$ cat src/rtl/rsa_modexp_seq.sv
// rsa_modexp_seq: sequencer between a host stream and the word-serial Montgomery modexp engine.
// Latency: host triplet -> eng_wr/eng_n/m/e 1 cycle; result word every 3 cycles (READ, capture, accept).
// Backpressure: in_ready only in LOAD; a held result word (out_valid & !out_ready) stalls further engine reads.
//
// Ports:
//   clk, reset (async, active-low)    : clock and reset
//   start / busy / done / error       : job control and status (error sticky, timeout build only)
//   in_valid / in_ready / in_n,m,e    : host operand stream, LS word first
//   eng_start / eng_wr / eng_n,m,e    : engine load interface (registered words)
//   eng_done / eng_get_result / eng_res : engine completion and result read-out
//   out_valid / out_ready / out_data / out_last : host result stream, LS word first
//
// Optional build macro RSA_SEQ_TIMEOUT_EN: adds a COMPUTE watchdog of TIMEOUT_CYCLES cycles
// that raises error and abandons the job. Without it error is tied low and COMPUTE waits forever.

module rsa_modexp_seq #(
  parameter int WORD_W         = 32,
  parameter int NUM_WORDS      = 32,
  parameter int TIMEOUT_CYCLES = 1048576
) (
  input  logic              clk,
  input  logic              reset,
  input  logic              start,
  output logic              busy,
  output logic              done,
  output logic              error,
  input  logic              in_valid,
  output logic              in_ready,
  input  logic [WORD_W-1:0] in_n,
  input  logic [WORD_W-1:0] in_m,
  input  logic [WORD_W-1:0] in_e,
  output logic              eng_start,
  output logic              eng_wr,
  output logic [WORD_W-1:0] eng_n,
  output logic [WORD_W-1:0] eng_m,
  output logic [WORD_W-1:0] eng_e,
  input  logic              eng_done,
  output logic              eng_get_result,
  input  logic [WORD_W-1:0] eng_res,
  output logic              out_valid,
  input  logic              out_ready,
  output logic [WORD_W-1:0] out_data,
  output logic              out_last
);

  localparam int               CNT_W    = $clog2(NUM_WORDS);
  localparam logic [CNT_W-1:0] LAST_IDX = CNT_W'(NUM_WORDS - 1);

  typedef enum logic [2:0] {IDLE, LOAD, COMPUTE, READ, HOLD} state_t;

  state_t           state, state_nxt;
  logic [CNT_W-1:0] load_cnt, rd_cnt;
  logic             capture;      // eng_res is valid this cycle (cycle after eng_get_result)
  logic             in_xfer, out_xfer, start_acc;
  logic             eng_done_ok;  // completion that is not masked by the final load strobe
  logic             timeout;

  assign in_xfer     = in_valid & in_ready;
  assign out_xfer    = out_valid & out_ready;
  assign start_acc   = (state == IDLE) & start;
  // The engine cannot have finished in the cycle it receives its final word.
  assign eng_done_ok = eng_done & ~eng_wr;
  assign out_last    = out_valid & (rd_cnt == LAST_IDX);

  always_comb begin
    state_nxt      = state;
    busy           = 1'b1;
    in_ready       = 1'b0;
    eng_start      = 1'b0;
    eng_get_result = 1'b0;
    case (state)
      IDLE: begin
        busy = 1'b0;
        if (start) state_nxt = LOAD;
      end
      LOAD: begin
        in_ready  = 1'b1;
        eng_start = 1'b1;
        if (in_valid && (load_cnt == LAST_IDX)) state_nxt = COMPUTE;
      end
      COMPUTE: begin
        // eng_start stays high through the final registered load strobe.
        eng_start = eng_wr;
        if (eng_done_ok)  state_nxt = READ;
        else if (timeout) state_nxt = IDLE;
      end
      READ: begin
        eng_get_result = 1'b1;
        state_nxt      = HOLD;
      end
      HOLD: begin
        if (out_valid && out_ready) state_nxt = (rd_cnt == LAST_IDX) ? IDLE : READ;
      end
      default: state_nxt = IDLE;
    endcase
  end

  always_ff @(posedge clk or negedge reset) begin
    if (!reset) begin
      state     <= IDLE;
      load_cnt  <= '0;
      rd_cnt    <= '0;
      eng_wr    <= 1'b0;
      eng_n     <= '0;
      eng_m     <= '0;
      eng_e     <= '0;
      capture   <= 1'b0;
      out_valid <= 1'b0;
      out_data  <= '0;
      done      <= 1'b0;
    end else begin
      state   <= state_nxt;
      eng_wr  <= in_xfer;
      capture <= (state == READ);
      done    <= (state == HOLD) & out_xfer & (rd_cnt == LAST_IDX);

      if (in_xfer) begin
        eng_n <= in_n;
        eng_m <= in_m;
        eng_e <= in_e;
      end

      // Counters saturate at the last index; the state exits happen there.
      if (start_acc) begin
        load_cnt <= '0;
        rd_cnt   <= '0;
      end else begin
        if (in_xfer && (load_cnt != LAST_IDX)) load_cnt <= load_cnt + 1'b1;
        if (out_xfer && (rd_cnt != LAST_IDX))  rd_cnt   <= rd_cnt + 1'b1;
      end

      if (capture) begin
        out_data  <= eng_res;
        out_valid <= 1'b1;
      end else if (out_xfer) begin
        out_valid <= 1'b0;
      end
    end
  end

`ifdef RSA_SEQ_TIMEOUT_EN
  localparam int               TMO_W    = (TIMEOUT_CYCLES > 1) ? $clog2(TIMEOUT_CYCLES) : 1;
  localparam logic [TMO_W-1:0] TMO_LAST = TMO_W'(TIMEOUT_CYCLES - 1);

  logic [TMO_W-1:0] tmo_cnt;

  // Fires in the TIMEOUT_CYCLES-th COMPUTE cycle unless the engine finishes in that same cycle.
  assign timeout = (state == COMPUTE) & (tmo_cnt == TMO_LAST) & ~eng_done_ok;

  always_ff @(posedge clk or negedge reset) begin
    if (!reset) begin
      tmo_cnt <= '0;
      error   <= 1'b0;
    end else begin
      tmo_cnt <= (state == COMPUTE) ? tmo_cnt + 1'b1 : '0;
      if (start_acc)    error <= 1'b0;
      else if (timeout) error <= 1'b1;
    end
  end
`else
  assign timeout = 1'b0;
  assign error   = 1'b0;
`endif

endmodule

$ cat config.mk
export PLATFORM = sky130hd
export DESIGN_NAME = rsa_modexp_seq
export DESIGN_NICKNAME = d
export VERILOG_FILES = /design/src/rtl/rsa_modexp_seq.sv
export SDC_FILE = /design/constraint.sdc
export NUM_CORES = 1
export LEC_CHECK = 0
export ABC_AREA = 1
export BUFFER_PORTS_ARGS = -buffer_cell sky130_fd_sc_hd__buf_2
export CAP_MARGIN = 20
export CELL_PAD_IN_SITES_DETAIL_PLACEMENT = 0
export CELL_PAD_IN_SITES_GLOBAL_PLACEMENT = 2
export CORE_UTILIZATION = 25
export CTS_CLUSTER_DIAMETER = 40
export DETAILED_ROUTE_END_ITERATION = 12
export PLACE_DENSITY_LB_ADDON = 0.1
export SYNTH_ARGS = -nofsm -noshare
export SYNTH_HDL_FRONTEND = slang
export SYNTH_SLANG_ARGS = --single-unit
$ cat constraint.sdc
create_clock -name clk -period 1.8 [get_ports clk]
set_input_delay 0.27 -clock clk [delete_from_list [all_inputs] [get_ports clk]]
set_output_delay 0.27 -clock clk [all_outputs]
set_load 0.02 [all_outputs]
# --- Word level (Yosys, flattened, before mapping) ---
# Index checks and enable logic that the tools add are counted.
op_classes:
  n_addsub: 2
  eq_ne: 12
  muxes: 16
  bitwise: 8
  n_reduce_logical: 9
ops:
  columns: ["cell", "count"]
  rows:
  - ["5-bit 2-to-1 mux", 4]
  - ["3-bit one-hot mux with 5 select lines", 1]
  - ["3-bit 2-to-1 mux", 4]
  - ["5-bit by 1-bit adder with 5-bit output, second input constant", 2]
  - ["5-bit == test, second input constant", 2]
  - ["5-bit inequality test, second input constant", 2]
  - ["2-bit inequality test, second input constant", 4]
  - ["1-bit bitwise AND", 7]
  - ["3-bit by 2-bit == test with 1-bit output, second input constant", 2]
  - ["2-bit nonzero test", 3]
  - ["1-bit 2-to-1 mux", 5]
  - ["1-bit logical AND", 4]
  - ["4-bit AND reduction", 1]
  - ["3-bit by 1-bit == test with 1-bit output, second input constant", 1]
  - ["3-bit == test, second input constant", 1]
  - ["3-bit zero test", 1]
  - ["2-bit 2-to-1 mux", 1]
  - ["1-bit one-hot mux with 2 select lines", 1]
  - ["1-bit inverter", 1]
word_totals:
  register_bits: 145
  input_bits: 134

# --- Longest topological paths before layout ---
# Gate-level depths: netlist of the first run.
depth:
  ltp_word: 6
  depth_mapped: 10
  depth_no_buf: 10

# --- Worst setup path after synthesis of the first run ---
# OpenSTA, ideal clock, no wires.
synth_timing:
  path_type: "register to register"
  start: "reg rd_cnt[0]"
  end: "reg rd_cnt[3]"
  setup_time_ns: 0.117
  arrival_time_ns: 1.371
  required_time_ns: 1.683
  path_slack_ns: 0.313
  path_stages_with_launch: 11
  path_buffers: 0
  cell_sequence: "dfrtp_1 ha_1 inv_1 nor2_1 ha_1 nor2_1 inv_1 nor2_1 nand2_1 nand2_1 nor2_1"
synth_via:
  elab_chain_cells: 3
  word_cells_on_any_way: 6
  classes_between: "add/sub: 1; eq/ne: 1; mux: 2; reduce/logical: 2"
synth_lines:
  columns: ["item", "line", "rtl"]
  rows:
  - ["from (decl)", "52", "logic [CNT_W-1:0] load_cnt, rd_cnt;"]
  - ["from (signal assigned)", "129", "if (out_xfer && (rd_cnt != LAST_IDX)) rd_cnt <= rd_cnt + 1'b1;"]
  - ["5-bit by 1-bit adder with 5-bit output or 5-bit inequality test (tied branches)", "129", null]
  - ["5-bit 2-to-1 mux or 1-bit logical AND (tied branches)", "129", null]
  - ["5-bit 2-to-1 mux or 2-bit nonzero test (tied branches)", null, null]
# Parallel ways exist; a longest one is shown, timed or not. The select of a mux whose other input is x is not followed.
# A chain may end at the register's enable or synchronous reset.

# --- Worst setup path in the final report of the first run ---
layout_timing:
  start: "reg rd_cnt[1]"
  end: "out out_last"
layout_via:
  elab_chain_cells: 2
layout_lines:
  columns: ["item", "line", "rtl"]
  rows:
  - ["5-bit == test", "63", "assign out_last = out_valid & (rd_cnt == LAST_IDX);"]
  - ["1-bit bitwise AND", "63", null]
  - ["to (decl)", "43", "output logic out_last"]
# No other way between the ends.

==> summary.txt, run 1 <==
Status
  – Outcome: complete, no violations

Finish
  – Seq. cell area: 3630 sq um
  – Layout cell share with drive strength beyond 1: approximately a third
  – Fillers: around 2.3k
  – Multi-input logic area: approximately 1900 sq um
  – Fin nets: 1071
  – Most frequent cells in the layout: 413 x nand2_1, 266 x buf_2, 145 x dfrtp_1, 17 x clkbuf_16, 16 x nand3_1
  – Fin cells: ~1.2k
  – Area grow syn2layout: 41.3%
  – Number of antenna diodes: 0
  – Most common cell after layout, fill and taps aside: nand2_1

Detailed routing
  – Initial DRC count: approximately 300
  – Final ANT Viol Nets: 0
  – Met3 routed WL: 1.45 mm
  – Wl on met1: roughly 7.3 mm
  – Top layer used by detailed routing: met5
  – Routed Wire Length: 16.7 mm
  – WL/cell: 13.6 um
  – DR DRC count: 0
  – Via/cell ratio: 4.12
  – DR vias: 5045
  – Initial DRT Pass Iterations: 6
  – Met2 WL: ~7.8 mm

Power and ir drop
  – Logic pwr share: about two fifths
  – Sw Share: 41.9%
  – Clk pwr share: 23.3%
  – Internal: 9.07 mW
  – PnR Total Power: 15.6 mW
  – VDD IR-drop max: 0.000683 V
  – Switching pwr: 6.54 mW
  – Power Dens Cells: between 1500 and 2000 nW/um^2
  – Leak pwr: 4.71 nW
  – Share of power burned in registers: 35.3%

Run
  – Total of max-cap violations: 0

GRT
  – Initial antenna violation count: 3
  – Largest net degree at the start of global routing: 53
  – GRT Total Usage: between 10% and 20%
  – Global route overflow: 0
  – Global-route wire length before repair: 27.2 mm
  – Vias in the first global route: 5122

Timing
  – Min cycle time layout: 1.78 ns
  – Slew @ Worst Pin: 0.577 ns
  – RSZ-0062 raised after global routing: true
  – Fmax: 0.562 GHz
  – Endpoints failing hold: 0
  – Tcrit/Tclk final: roughly 100%
  – Final slew viol count: 0
  – Setup Skew: 0.00977 ns
  – Slew HR: between 60% and 70%
  – Setup TNS: 0 ns
  – Final setup fails: 0

Floorplanning
  – Die Wd: 153 um
  – Die area: about 23000 sq um
  – Core ar.: 22100 sq um
  – Rows: 54
  – Starting Density: 25.8%
  – IO Count: 271
  – Die height: 153 um

Setup path
  – Crit. End Element: output port
  – CP Max Fanout: 3
  – Setup CP Type: register to output port
  – WP data required: 1.53 ns
  – Worst r2r dst: eng_n[0]
  – Worst path arrival time: 1.51 ns
  – CP Launch Point: rd_cnt[1]
  – Worst r2r path cells: 6
  – RR Startpoint: state[2]
  – R2R Setup Slk: about 0.20 ns
  – Critical Path Source Type: register
  – Critical Path End: out_last

Clock network
  – CTS Root Cell: clkbuf_16
  – Clock buffer count from CTS: 17
  – Max H-tree Level: 4
  – Clk Latency, worst-skew pair: approximately 0.4 ns
  – Clk buf depth: 2
  – CTS tree: yes
  – Clk pin slew, worst setup/hold paths: 0.06 ns
  – # clock sinks: around 150

Synthesis
  – Post-synth design cell area: roughly 5700 sq um
  – Yosys reg bits: 145
  – Syn Inst Count: roughly 660
  – Sequential share of the synthesized area: 63.7%
  – Synth warn: 0
  – Synthesized net count: 795
  – Number of unique standard cell types used by synthesis: 19
  – Syn avg cell area: 8.67 sq um

Placed design
  – Port bufs: 269
  – Placed cells: roughly 1.2k
  – Routability cong.: approximately 0.76
  – HPWL after DPL: approximately 12 mm

Hold path
  – Hold Crit Class: primary input to register
metal layers:
metal	global-route usage (%)	up-vias
met5	0	-
met4	4.47	4
li1	-	2533
met3	6.44	15
met1	18.0	2310
met2	24.1	183
cell usage after synthesis:
| cell type | number | area (sq um) |
|---|---|---|
| nor2_1 | 16 | 60.1 |
| clkbuf_1 | 12 | 45.0 |
| xor2_1 | 3 | 26.3 |
| buf_6 | 3 | 33.8 |
| buf_4 | 1 | 7.51 |
| conb_1 | 1 | 3.75 |
| buf_2 | 13 | 65.1 |
| o21ai_0 | 5 | 25.0 |
| nand3_4 | 1 | 17.5 |
| nor2_4 | 1 | 11.3 |
| nand3_1 | 16 | 80.1 |
| a21oi_1 | 1 | 5.00 |
| dfrtp_1 | 145 | 3630 |
| nand3b_1 | 1 | 7.51 |
| nor3_1 | 1 | 5.00 |
| ha_1 | 4 | 50.1 |
| nand2_1 | 414 | 1550 |
| inv_1 | 17 | 63.8 |
| inv_2 | 2 | 7.51 |
registers in the layout, summed over array words and instances, names as in the netlist:
name and flops:
capture 1, done 1, eng_e 32, eng_m 32
eng_n 32, eng_wr 1, load_cnt 5, out_data 32
out_valid 1, rd_cnt 5, state 3
worst max-delay path: stages (launching register included):
cell and delay [ns]:
dfrtp_1 0.35, ha_2 0.19, inv_2 0.04, nor2_2 0.10
ha_2 0.21, nand2_2 0.05, inv_2 0.05, buf_6 0.10
what timing repair did:
action,4_1_cts,5_1_grt
gates resized for setup,6,6
pin swaps,2,3
setup endpoints to repair,2,2
hold buffers,1,0
buffers inserted,2,3
endpoints found under the hold margin,42,0
through the flow:
stage / area (sq um) / utilization, % / setup slack [ns] / hold WS, ns
after floorplan: 5700 / - / 0.313 / -0.0256
after global placement: 7380 / 33.4 / 0.212 / 0.235
after detailed placement: 7380 / 33.4 / 0.158 / 0.244
after CTS: 8020 / 36.3 / -0.0123 / 0.0194
after global routing: 8050 / 36.4 / -0.0971 / 0.0276
final: 8050 / 36.4 / 0.0195 / 0.0473
cells by family (layout without fill, tap and decap cells):
family / Yosys count / after routing / share of synthesized area, %
flip-flops: 145 / 145 / 63.7
AND/OR/NAND/NOR: 450 / 450 / 30.5
adder cells (fa/ha/maj): 4 / 4 / 0.879
buffers and inverters: 48 / 336 / 3.91
XOR/XNOR: 3 / 3 / 0.461
AO/OA/AOI/OAI: 6 / 6 / 0.527
other: 1 / 1 / 0.0658
final cells by class:
| class | count | area share, % |
|---|---|---|
| timing repair buffer | 286 | 19.1 |
| sequential | 145 | 45.1 |
| clock buffer | 19 | 5.50 |
| tap | 280 | 4.35 |
| inverter | 19 | 0.886 |
| multi-input combinational | 464 | 23.1 |
| clock inverter | 12 | 1.96 |
how the worst min path moves through the flow:
stage,startpoint,to,slack [ns],cells past startpoint
3_5_place_dp,reset,out_data[10],0.24,1
2_1_floorplan,reset,capture,-0.03,0
4_1_cts,in_n[21],eng_n[21],0.02,3
5_1_grt,in_e[16],eng_e[16],0.03,3
3_3_place_gp,reset,out_data[9],0.23,1
6_report,in_n[21],eng_n[21],0.05,3
power by group through the flow:
| stage | Clock (mW) | Sequential, mW | Combinational (mW) |
|---|---|---|---|
| 5_1_grt | 3.94 | 5.72 | 7.19 |
| 6_report | 3.64 | 5.51 | 6.46 |
| 3_3_place_gp | 0 | 5.52 | 6.43 |
| 4_1_cts | 3.80 | 5.52 | 6.54 |
| 2_1_floorplan | 0 | 7.23 | 2.35 |
| 3_5_place_dp | 0 | 5.53 | 6.50 |
(Power assumes the default switching activity.)
==> run 2: changes to the inputs <==
--- a/config.mk
+++ b/config.mk
@@ -10,9 +10,11 @@
 export CAP_MARGIN = 20
 export CELL_PAD_IN_SITES_DETAIL_PLACEMENT = 0
 export CELL_PAD_IN_SITES_GLOBAL_PLACEMENT = 2
+export CORE_MARGIN = 2
 export CORE_UTILIZATION = 25
 export CTS_CLUSTER_DIAMETER = 40
 export DETAILED_ROUTE_END_ITERATION = 12
+export GPL_ROUTABILITY_DRIVEN = 0
 export PLACE_DENSITY_LB_ADDON = 0.1
 export SYNTH_ARGS = -nofsm -noshare
 export SYNTH_HDL_FRONTEND = slang
==> run 2 against run 1 <==
Final cell count up 0.49%. Critical path type unchanged. Global-route usage down 0.32 points. Clock power up 15%. Count of clock-buffer cells in the layout down 1. Design area up 1.4%. Via count up 0.87%. Clock skew up 0.00081 ns. Critical path depth unchanged.
==> summary.txt, run 2 (synthesis gave the netlist of run 1 again) <==
Timing
  – Min cycle time layout: 1.73 ns
  – Endpoints failing hold: 0
  – Setup ws final: 0.0697 ns
  – Worst hold margin: 0.0394 ns
  – Final setup fails: 0
  – Tcrit/Tclk final: around 96%
  – Setup TNS: 0 ns
  – RSZ-0062 raised after global routing: true
  – Setup Skew: around 0.011 ns
  – Fmax: roughly 0.58 GHz
  – Final slew viol count: 0
  – Slew @ Worst Pin: 0.503 ns
  – Slew HR: between 60 and 70%

Setup path
  – Slowest CP cell: dfrtp_1
  – CP max stage delay: roughly 0.35 ns
  – Top delay family on crit path: adder cells
  – Crit. End Element: output port
  – WP data required: around 1.5 ns
  – CP Launch Point: rd_cnt[1]
  – RR Startpoint: rd_cnt[1]
  – Worst path arrival time: approximately 1.5 ns
  – CP Max Fanout: 2
  – Crit-path cells: ha_2 -> inv_2 -> nor2_2 -> ha_2 -> nand2_2 -> inv_2 -> buf_6
  – R2R Setup Slk: 0.18 ns
  – Setup CP Type: register to output port
  – Critical Path Source Type: register
  – WP buf/inv: 3

GRT
  – Vias in the first global route: 5243
  – Global route overflow: 0
  – Initial antenna violation count: 2
  – Largest net degree at the start of global routing: 71
  – Global-route wire length before repair: between 20 and 30 mm
  – GRT Total Usage: 14.6%

Detailed routing
  – Met3 routed WL: 1.69 mm
  – Final ANT Viol Nets: 0
  – Top layer used by detailed routing: met4
  – Initial DRT Pass Iterations: 5
  – DR DRC count: 0
  – DR vias: 5089
  – Via/cell ratio: a little over 4
  – Initial DRC count: around 240
  – Met2 WL: between 7 and 8 mm
  – Routed Wire Length: 17.0 mm
  – WL/cell: roughly 14 um
  – Wl on met1: 7.83 mm

Placed design
  – Dpl ws: 0.139 ns
  – HPWL after DPL: 12.0 mm
  – Port bufs: 269
  – Area post-placement: roughly 7400 sq um

Floorplanning
  – IO Count: roughly 270
  – Core ar.: 22500 sq um
  – Die area: between 20000 and 25000 sq um
  – Rows: 55
  – Die height: 155 um
  – Die Wd: 155 um
  – Starting Density: 25.3%

Status
  – Outcome: complete, no violations

Clock network
  – Clk Latency, worst-skew pair: 0.42 ns
  – Clock buffer count from CTS: 17
  – Clk pin slew, worst setup/hold paths: 0.06 ns
  – Max H-tree Level: 4
  – Clk buf depth: 2
  – CTS tree: yes
  – CTS Root Cell: clkbuf_16
  – # clock sinks: 145

Power and ir drop
  – PnR Total Power: 16.2 mW
  – Leak pwr: ~4.8 nW
  – Power Dens Cells: 1980 nW/um^2
  – VDD IR-drop max: 0.000676 V

Run
  – Total of max-cap violations: 0

Finish
  – Most common cell after layout, fill and taps aside: nand2_1
  – Area grow syn2layout: 43.2%
  – Most frequent cells in the layout: 413 x nand2_1, 266 x buf_2, 145 x dfrtp_1, 17 x clkbuf_16, 16 x nand3_1
  – Layout cell share with drive strength beyond 1: 34.7%
  – Final std cell area, no fill: 8160 sq um
  – Fin nets: 1070

Hold path
  – Hold Crit Class: primary input to register
  – Worst hold start: in_n[20]
## run 2: what timing repair did
action | 4_1_cts | 5_1_grt
hold endpoints to repair | 26 | 0
resized for setup | 6 | 8
endpoints found under the setup margin | 2 | 5
pin swaps | 3 | 1
hold buffers | 1 | 0
setup buffers | 4 | 0
## run 2: power breakdown
| group | total (mW) | switching [mW] | leakage, nW | internal [mW] |
|---|---|---|---|---|
| Sequential | 5.49 | 0.751 | 1.82 | 4.74 |
| Clock | 4.19 | 1.44 | 0.331 | 2.74 |
| Combinational | 6.50 | 4.39 | 2.61 | 2.11 |
| Total | 16.2 | 6.58 | 4.76 | 9.60 |
## run 2: worst min-delay path, cell delays in order
cell     delay (ns)
buf_2          0.07
nand2_1        0.04
nand2_1        0.04
## run 2: area by class of cell
type | instances | area, sq um
Multi-Input combinational cell | 464 | 1870
Inverter | 19 | 71.3
Tap cell | 285 | 357
Timing Repair Buffer | 285 | 1550
Clock buffer | 18 | 429
Fill cell | 2359 | 14300
Antenna cell | 2 | 5.00
Clock inverter | 13 | 258
Sequential cell | 145 | 3630
## run 2: final timing paths
path	endpoint	cells past startpoint
max	out_last	7
min	eng_n[20]	3
max reg2reg	rd_cnt[3]	11
min reg2reg	out_data[26]	2
max in group asynchronous	eng_e[10]	3
min in group asynchronous	out_data[5]	2
## run 2: metal layers
metal | GRT usage (%) | vias up
li1 | - | 2527
met4 | 5.25 | 0
met3 | 6.16 | 16
met1 | 18.6 | 2338
met2 | 22.1 | 208
met5 | 0 | -
## run 2: through the flow
stage	utilization, %	cells
after floorplan	-	657
after global placement	32.9	1193
after detailed placement	32.9	1193
after CTS	36.2	1229
after global routing	36.3	1230
final	36.3	1231
